<file path="src/rtl/fp_sequencer_if.sv">
// Handshake bundle between the forward-propagation sequencer and the datapath
// (weight memory, MAC, activation unit, result register files).
interface fp_sequencer_if #(
  parameter int unsigned WADDR_W = 14,
  parameter int unsigned IDX_W   = 10
);
  logic               do_fp;
  logic               w_rd;
  logic [WADDR_W-1:0] w_addr;
  logic               src_sel;
  logic [IDX_W-1:0]   in_idx;
  logic               acc_clr;
  logic               acc_en;
  logic               act_start;
  logic               act_done;
  logic               res_wr;
  logic               res_layer;
  logic [IDX_W-1:0]   res_idx;
  logic               busy;
  logic               fp_done;

  modport master (
    input  do_fp, act_done,
    output w_rd, w_addr, src_sel, in_idx, acc_clr, acc_en, act_start,
           res_wr, res_layer, res_idx, busy, fp_done
  );

  modport slave (
    output do_fp, act_done,
    input  w_rd, w_addr, src_sel, in_idx, acc_clr, acc_en, act_start,
           res_wr, res_layer, res_idx, busy, fp_done
  );
endinterface

</file>
<file path="src/rtl/fp_sequencer.sv">
// Forward-propagation sequencer: walks hidden then output neurons, driving weight reads,
// MAC accumulate, activation hand-off and result write-back for each neuron.
module fp_sequencer #(
  parameter int unsigned N_IN    = 784,
  parameter int unsigned N_HID   = 15,
  parameter int unsigned N_OUT   = 10,
  parameter int unsigned WADDR_W = $clog2(N_IN * N_HID + N_HID * N_OUT),
  parameter int unsigned IDX_W   = $clog2(N_IN)
) (
  input  logic           clk,
  input  logic           rst,
  fp_sequencer_if.master bus_io
);

  localparam logic [IDX_W-1:0] LastIn  = IDX_W'(N_IN - 1);
  localparam logic [IDX_W-1:0] LastHid = IDX_W'(N_HID - 1);
  localparam logic [IDX_W-1:0] LastOut = IDX_W'(N_OUT - 1);

  typedef enum logic [2:0] {
    StIdle, StClr, StMac, StDrain, StAct, StAwait, StWrite, StDone
  } state_e;

  state_e             state_q, state_d;
  logic               layer_q, layer_d;
  logic [IDX_W-1:0]   neuron_q, neuron_d;
  logic [IDX_W-1:0]   op_q, op_d;
  logic [WADDR_W-1:0] waddr_q, waddr_d;
  logic               acc_en_q;

  logic             w_rd, acc_clr, act_start, res_wr, fp_done;
  logic [IDX_W-1:0] last_op, last_neuron;

  assign last_op     = layer_q ? LastHid : LastIn;
  assign last_neuron = layer_q ? LastOut : LastHid;

  always_comb begin
    state_d   = state_q;
    layer_d   = layer_q;
    neuron_d  = neuron_q;
    op_d      = op_q;
    waddr_d   = waddr_q;
    w_rd      = 1'b0;
    acc_clr   = 1'b0;
    act_start = 1'b0;
    res_wr    = 1'b0;
    fp_done   = 1'b0;
    unique case (state_q)
      StIdle: begin
        if (bus_io.do_fp) begin
          state_d  = StClr;
          layer_d  = 1'b0;
          neuron_d = '0;
          waddr_d  = '0;
        end
      end
      StClr: begin
        acc_clr = 1'b1;
        op_d    = '0;
        state_d = StMac;
      end
      StMac: begin
        w_rd    = 1'b1;
        // Weights are laid out neuron-major for both layers, so the address never rewinds.
        waddr_d = waddr_q + WADDR_W'(1);
        if (op_q == last_op) begin
          state_d = StDrain;
        end else begin
          op_d = op_q + IDX_W'(1);
        end
      end
      StDrain: state_d = StAct;
      StAct: begin
        act_start = 1'b1;
        state_d   = StAwait;
      end
      StAwait: begin
        if (bus_io.act_done) state_d = StWrite;
      end
      StWrite: begin
        res_wr = 1'b1;
        if (neuron_q != last_neuron) begin
          neuron_d = neuron_q + IDX_W'(1);
          state_d  = StClr;
        end else if (!layer_q) begin
          layer_d  = 1'b1;
          neuron_d = '0;
          state_d  = StClr;
        end else begin
          state_d = StDone;
        end
      end
      StDone: begin
        fp_done = 1'b1;
        state_d = StIdle;
      end
      default: state_d = StIdle;
    endcase
  end

  always_ff @(posedge clk or posedge rst) begin
    if (rst) begin
      state_q  <= StIdle;
      layer_q  <= 1'b0;
      neuron_q <= '0;
      op_q     <= '0;
      waddr_q  <= '0;
      acc_en_q <= 1'b0;
    end else begin
      state_q  <= state_d;
      layer_q  <= layer_d;
      neuron_q <= neuron_d;
      op_q     <= op_d;
      waddr_q  <= waddr_d;
      // Memory data arrives one cycle after the read strobe.
      acc_en_q <= w_rd;
    end
  end

  assign bus_io.w_rd      = w_rd;
  assign bus_io.w_addr    = waddr_q;
  assign bus_io.src_sel   = layer_q;
  assign bus_io.in_idx    = op_q;
  assign bus_io.acc_clr   = acc_clr;
  assign bus_io.acc_en    = acc_en_q;
  assign bus_io.act_start = act_start;
  assign bus_io.res_wr    = res_wr;
  assign bus_io.res_layer = layer_q;
  assign bus_io.res_idx   = neuron_q;
  assign bus_io.busy      = (state_q != StIdle);
  assign bus_io.fp_done   = fp_done;

endmodule

</file>
<file path="src/flat_wrapper.sv">
// flat-port wrapper written by rule: the top's interface ports become plain ports
module fp_sequencer_flat 
#(
  parameter int unsigned N_IN    = 784,
  parameter int unsigned N_HID   = 15,
  parameter int unsigned N_OUT   = 10,
  parameter int unsigned WADDR_W = $clog2(N_IN * N_HID + N_HID * N_OUT),
  parameter int unsigned IDX_W   = $clog2(N_IN)
)
  (clk, rst, bus_io_do_fp, bus_io_act_done, bus_io_w_rd, bus_io_w_addr, bus_io_src_sel, bus_io_in_idx, bus_io_acc_clr, bus_io_acc_en, bus_io_act_start, bus_io_res_wr, bus_io_res_layer, bus_io_res_idx, bus_io_busy, bus_io_fp_done);
  fp_sequencer_if #(.WADDR_W(WADDR_W), .IDX_W(IDX_W)) bus_io_i ();
  input  logic clk;
  input  logic rst;
  input wire logic [$bits(bus_io_i.do_fp)-1:0] bus_io_do_fp;
  input wire logic [$bits(bus_io_i.act_done)-1:0] bus_io_act_done;
  output wire logic [$bits(bus_io_i.w_rd)-1:0] bus_io_w_rd;
  output wire logic [$bits(bus_io_i.w_addr)-1:0] bus_io_w_addr;
  output wire logic [$bits(bus_io_i.src_sel)-1:0] bus_io_src_sel;
  output wire logic [$bits(bus_io_i.in_idx)-1:0] bus_io_in_idx;
  output wire logic [$bits(bus_io_i.acc_clr)-1:0] bus_io_acc_clr;
  output wire logic [$bits(bus_io_i.acc_en)-1:0] bus_io_acc_en;
  output wire logic [$bits(bus_io_i.act_start)-1:0] bus_io_act_start;
  output wire logic [$bits(bus_io_i.res_wr)-1:0] bus_io_res_wr;
  output wire logic [$bits(bus_io_i.res_layer)-1:0] bus_io_res_layer;
  output wire logic [$bits(bus_io_i.res_idx)-1:0] bus_io_res_idx;
  output wire logic [$bits(bus_io_i.busy)-1:0] bus_io_busy;
  output wire logic [$bits(bus_io_i.fp_done)-1:0] bus_io_fp_done;
  assign bus_io_i.do_fp = bus_io_do_fp;
  assign bus_io_i.act_done = bus_io_act_done;
  assign bus_io_w_rd = bus_io_i.w_rd;
  assign bus_io_w_addr = bus_io_i.w_addr;
  assign bus_io_src_sel = bus_io_i.src_sel;
  assign bus_io_in_idx = bus_io_i.in_idx;
  assign bus_io_acc_clr = bus_io_i.acc_clr;
  assign bus_io_acc_en = bus_io_i.acc_en;
  assign bus_io_act_start = bus_io_i.act_start;
  assign bus_io_res_wr = bus_io_i.res_wr;
  assign bus_io_res_layer = bus_io_i.res_layer;
  assign bus_io_res_idx = bus_io_i.res_idx;
  assign bus_io_busy = bus_io_i.busy;
  assign bus_io_fp_done = bus_io_i.fp_done;
  fp_sequencer #(.N_IN(N_IN), .N_HID(N_HID), .N_OUT(N_OUT), .WADDR_W(WADDR_W), .IDX_W(IDX_W)) u_core (.clk(clk), .rst(rst), .bus_io(bus_io_i));
endmodule
</file>
<file path="config.mk">
export PLATFORM = sky130hd
export DESIGN_NAME = fp_sequencer_flat
export DESIGN_NICKNAME = d
export VERILOG_FILES = /design/src/rtl/fp_sequencer_if.sv /design/src/rtl/fp_sequencer.sv /design/src/flat_wrapper.sv
export SDC_FILE = /design/constraint.sdc
export NUM_CORES = 1
export LEC_CHECK = 0
export ABC_AREA = 1
export CELL_PAD_IN_SITES_DETAIL_PLACEMENT = 1
export CELL_PAD_IN_SITES_GLOBAL_PLACEMENT = 1
export CORE_MARGIN = 2
export CORE_UTILIZATION = 40
export DETAILED_ROUTE_END_ITERATION = 8
export PLACE_DENSITY = 0.87
export REMOVE_ABC_BUFFERS = 1
export SETUP_SLACK_MARGIN = 0.1
export SLEW_MARGIN = 10
export SYNTH_ARGS = -nofsm -noshare
export SYNTH_HDL_FRONTEND = slang
export SYNTH_SLANG_ARGS = --single-unit
</file>
<file path="constraint.sdc">
create_clock -name clk -period 3.2 [get_ports clk]
set_clock_uncertainty 0.2 [all_clocks]
set_input_delay 0.48 -clock clk [delete_from_list [all_inputs] [get_ports clk]]
set_output_delay 0.48 -clock clk [all_outputs]
set_load 0.01 [all_outputs]
</file>
# [Yosys cells after proc, flatten, opt, wreduce, memory -nomap -nowiden]
# Cells that the tools add are included.
[word_totals] regBits=39 output_inout_bits=43
[classes] add_sub_neg=3 eq_ne=15 muxes=24 reduce_logical=10
[op_table] operator="10-bit two-way mux" count=5
[op_table] operator="10-bit case mux with 2 select lines" count=2
[op_table] operator="14-bit case mux with 2 select lines" count=1
[op_table] operator="3-bit case mux with 8 select lines" count=1
[op_table] operator="10-bit by 1-bit adder with 10-bit output, second input constant" count=2
[op_table] operator="3-bit two-way mux" count=6
[op_table] operator="14-bit by 1-bit adder with 14-bit output, second input constant" count=1
[op_table] operator="14-bit two-way mux" count=1
[op_table] operator="3-bit == test, second input constant" count=4
[op_table] operator="10-bit == test" count=1
[op_table] operator="10-bit inequality test" count=1
[op_table] operator="3-bit AND reduction" count=3
[op_table] operator="2-bit inequality test, second input constant" count=4
[op_table] operator="1-bit two-way mux" count=7
[op_table] operator="3-bit by 2-bit == test with 1-bit output, second input constant" count=2
[op_table] operator="2-bit nonzero test" count=3
[op_table] operator="2-bit AND reduction" count=2
[op_table] operator="3-bit by 1-bit == test with 1-bit output, second input constant" count=1
[op_table] operator="3-bit zero test" count=1
[op_table] operator="3-bit inequality test, second input constant" count=1
[op_table] operator="3-bit nonzero test" count=1
[op_table] operator="2-bit by 1-bit inequality test with 1-bit output, second input constant" count=1
[op_table] operator="1-bit case mux with 2 select lines" count=1

# [Depth between registers and ports, before layout]
[logic_depth] ltp_word=4 ltp_mapped=9

# [Worst setup path before layout]
# Ideal clock, no wire load.
[synth_timing] path_type="reg2out" from="register u_core.state_q[0]" to="output bus_io_res_wr" arrival_time_ps=968 path_slack_ps=1552 stages_incl_launch_ff=5 n_path_buf=1 path_cell_list="dfrtp_1 inv_2 nand2_2 nor2_2 buf_2"
[synth_between] elab_chain_cells=2
[synth_rtl] element="start, declared" line="fp_sequencer.sv:23" source="state_e state_q, state_d;"
[synth_rtl] element="start signal, assigned" line="fp_sequencer.sv:102" source="state_q <= StIdle;"
[synth_rtl] element="start signal, assigned" line="fp_sequencer.sv:109" source="state_q <= state_d;"
[synth_rtl] element="3-bit == test" line="fp_sequencer.sv:47" source="unique case (state_q)"
[synth_rtl] element="1-bit two-way mux" line="fp_sequencer.sv:47"
[synth_rtl] element="end, declared" line="flat_wrapper.sv:23" source="output wire logic [$bits(bus_io_i.res_wr)-1:0] bus_io_res_wr;"
# No other way between the ends.

# [Worst setup path in the final report]
[layout_timing] from="register u_core.state_q[2]" to="output bus_io_res_wr"
# The elaborated chain is that of the path after synthesis.

==> results.sh <==
export IMPL_antenna_found_initial=0
export IMPL_cts_buffers=5
export IMPL_ys_seq_elements=39
export IMPL_drc=0
export IMPL_synth_simple_area_share_pct=39.5
export IMPL_ys_seq_area_share_pct=40.4
export IMPL_crit_arrival_ns=1.93
export IMPL_r2r_end="u_core.bus_io.w_addr[12]"
export IMPL_worst_pin_slew_ns=0.526
export IMPL_stdcell_count=464
export IMPL_finalCriticalPeriod_ns=2.61
export IMPL_fin_crit_sh_pct=81.5
export IMPL_setup_ws_ns=0.591
export IMPL_fin_setup_tns_ns=0
export IMPL_synthAdderAreaFrac_pct=1.55
export IMPL_core_area_um2=5890
export IMPL_synth_top_family_by_area="simple AND/OR/NAND/NOR gates"
export IMPL_fin_nets=396
export IMPL_ant_nets=0
export IMPL_cts_resized=0
export IMPL_crit_type="reg2out"
export IMPL_grt_ovfl_total=0
export IMPL_numClockSinks=39
export IMPL_grt_pass1_vias=2417
export IMPL_slew_viol_final=0
export IMPL_clock_path_buffers=2
export IMPL_slew_headroom_pct=65.0
export IMPL_die_w_um=81.8
export IMPL_drt_iter0_drc=84
export IMPL_hold_path_class="reg2reg"
export IMPL_layout_commonest_cell="nand2_1"
export IMPL_wl_um=6610
export IMPL_vias=2434
export IMPL_synth_compound_area_share_pct=7.35
export IMPL_status="completed"
export IMPL_place_inst=457
export IMPL_critPathLaunchType="register"
export IMPL_crit_start="u_core.state_q[2]"
export IMPL_reg2regPathDepth=7
export IMPL_crit_path_max_fanout=13
export IMPL_postCtsHoldBufs=0
export IMPL_r2r_start="u_core.bus_io.w_addr[0]"
export IMPL_synth_area_per_cell_um2=7.11
export IMPL_final_hold_viol_count=0
export IMPL_place_congestion=0.855
export IMPL_hpwl_um=4910
export IMPL_vias_per_cell=5.25
export IMPL_muxShareOfSynthArea_pct=0
export IMPL_ys_types=32
export IMPL_synth_area_um2=2420
export IMPL_cap_violations=0
export IMPL_synthCells=340
export IMPL_grt_pass1_wl_um=11400
export IMPL_endpoint_kind="output pin"
export IMPL_synth_warning_count=0
export IMPL_dp_slack_ns=0.928
export IMPL_powerDensity_nw_per_um2=670
export IMPL_grt_max_degree=40
export IMPL_fp_dieH_um=81.8
export IMPL_clock_root_buffer="clkbuf_8"
export IMPL_rows=28
export IMPL_cts_setup_buffers=0
export IMPL_diodes=0
export IMPL_drive_gt1_share_pct=8.23
export IMPL_irDropWorstVdd_v=0.000362
export IMPL_cp_required_ns=2.52
export IMPL_clk_latency_ns=0.30
export IMPL_synthXorXnorAreaFrac_pct=2.90
export IMPL_syn2layout_area_growth_pct=25.6
export IMPL_wire_per_inst_um=14.2
export IMPL_die_area_um2=6680
export IMPL_clk_pin_slew_worst_paths_ns=0.08
export IMPL_h_tree_depth=2
export IMPL_io_pins=47
export IMPL_grt_usage_pct=21.9
export IMPL_cts_tree="yes"
export IMPL_drt_pass1_iterations=4
export IMPL_fmax_ghz=0.383
export IMPL_final_cell_mix="nand2_1, nand3_1, clkdlybuf4s50_1"
export IMPL_endpoint="bus_io_res_wr"
export IMPL_finalSetupViolations=0
export IMPL_utilization_pct=51.6
export IMPL_portBuffers=46
export IMPL_r2r_slack_ns=1.29
export IMPL_start_util_pct=41.1
export IMPL_rsz0062_at_grt="false"
export IMPL_power_leakage_nw=1.43
-- per-layer routing --
layer / global-route usage [%] / routed length, um
met5: 0 / 0
met2: 37.6 / 3250
met4: 5.00 / 80
met1: 29.1 / 3120
met3: 3.41 / 159
-- Yosys cell counts, drive strengths merged --
| library cell | count | area [um^2] |
|---|---|---|
| nand3 | 48 | 250 |
| dfrtp | 39 | 976 |
| nor3b | 2 | 15.0 |
| o21ai | 16 | 91.3 |
| o21bai | 1 | 7.51 |
| o22ai | 2 | 12.5 |
| xor2 | 5 | 43.8 |
| o211ai | 2 | 15.0 |
| inv | 44 | 165 |
| a31o | 1 | 8.76 |
| xnor2 | 3 | 26.3 |
| nor3 | 5 | 30.0 |
| or2 | 4 | 25.0 |
| nand2 | 107 | 419 |
| a21oi | 6 | 30.0 |
| nand4 | 7 | 43.8 |
| ha | 3 | 37.5 |
| a31oi | 2 | 12.5 |
| nor2 | 36 | 164 |
| buf | 6 | 37.5 |
| nand3b | 1 | 7.51 |
-- power breakdown --
| group | leakage, nW | internal [mW] | switching (mW) |
|---|---|---|---|
| clock network | 0.0470 | 0.169 | 0.180 |
| logic | 0.846 | 0.376 | 0.552 |
| registers | 0.532 | 0.603 | 0.155 |
| total | 1.43 | 1.15 | 0.886 |
-- worst max-delay path, stage by stage, from the launching register on --
cell             delay (ns)
dfrtp_1                0.55
inv_1                  0.18
nor2_2                 0.13
buf_4                  0.21
clkdlybuf4s50_1        0.56
-- worst min path at each step --
stage,startpoint,to,depth (start not counted)
after floorplan,u_core.state_q[1],u_core.state_q[2],1
after global placement,u_core.bus_io.res_idx[5],u_core.bus_io.res_idx[5],2
after detailed placement,u_core.bus_io.res_idx[5],u_core.bus_io.res_idx[5],2
after CTS,u_core.bus_io.res_idx[5],u_core.bus_io.res_idx[5],2
after global routing,u_core.bus_io.w_addr[13],u_core.bus_io.w_addr[13],2
final,u_core.bus_io.res_idx[5],u_core.bus_io.res_idx[5],2
-- metrics by stage --
stage / total power [mW] / cell area [um^2] / hold slack, ns
after detailed placement: 1.71 / 2950 / 0.343
after floorplan: 1.27 / 2380 / 0.316
final: 2.03 / 3040 / 0.360
after global placement: 1.66 / 2950 / 0.333
after global routing: 2.21 / 3040 / 0.393
after CTS: 2.06 / 3040 / 0.365
-- cells by family (layout without fill, tap and decap cells) --
family / after synthesis / in the layout
AND/OR/NAND/NOR: 210 / 210
buffers and inverters: 50 / 99
flip-flops: 39 / 39
AO/OA/AOI/OAI: 30 / 30
XOR/XNOR: 8 / 8
adder cells (fa/ha/maj): 3 / 3
-- layout make-up --
type	instances	area, um^2
Multi-Input combinational cell	251	1240
Tap cell	75	93.8
Sequential cell	39	976
Clock inverter	1	5.00
Clock buffer	6	82.6
Inverter	44	165
Timing Repair Buffer	48	475
Fill cell	773	2850
-- sequential cells by signal, summed over array words and instances (netlist names) --
register / count
u_core.state_q: 3
u_core.bus_io.acc_en: 1
u_core.bus_io.res_layer: 1
u_core.bus_io.res_idx: 10
u_core.bus_io.in_idx: 10
u_core.bus_io.w_addr: 14
(Power assumes the default switching activity.)
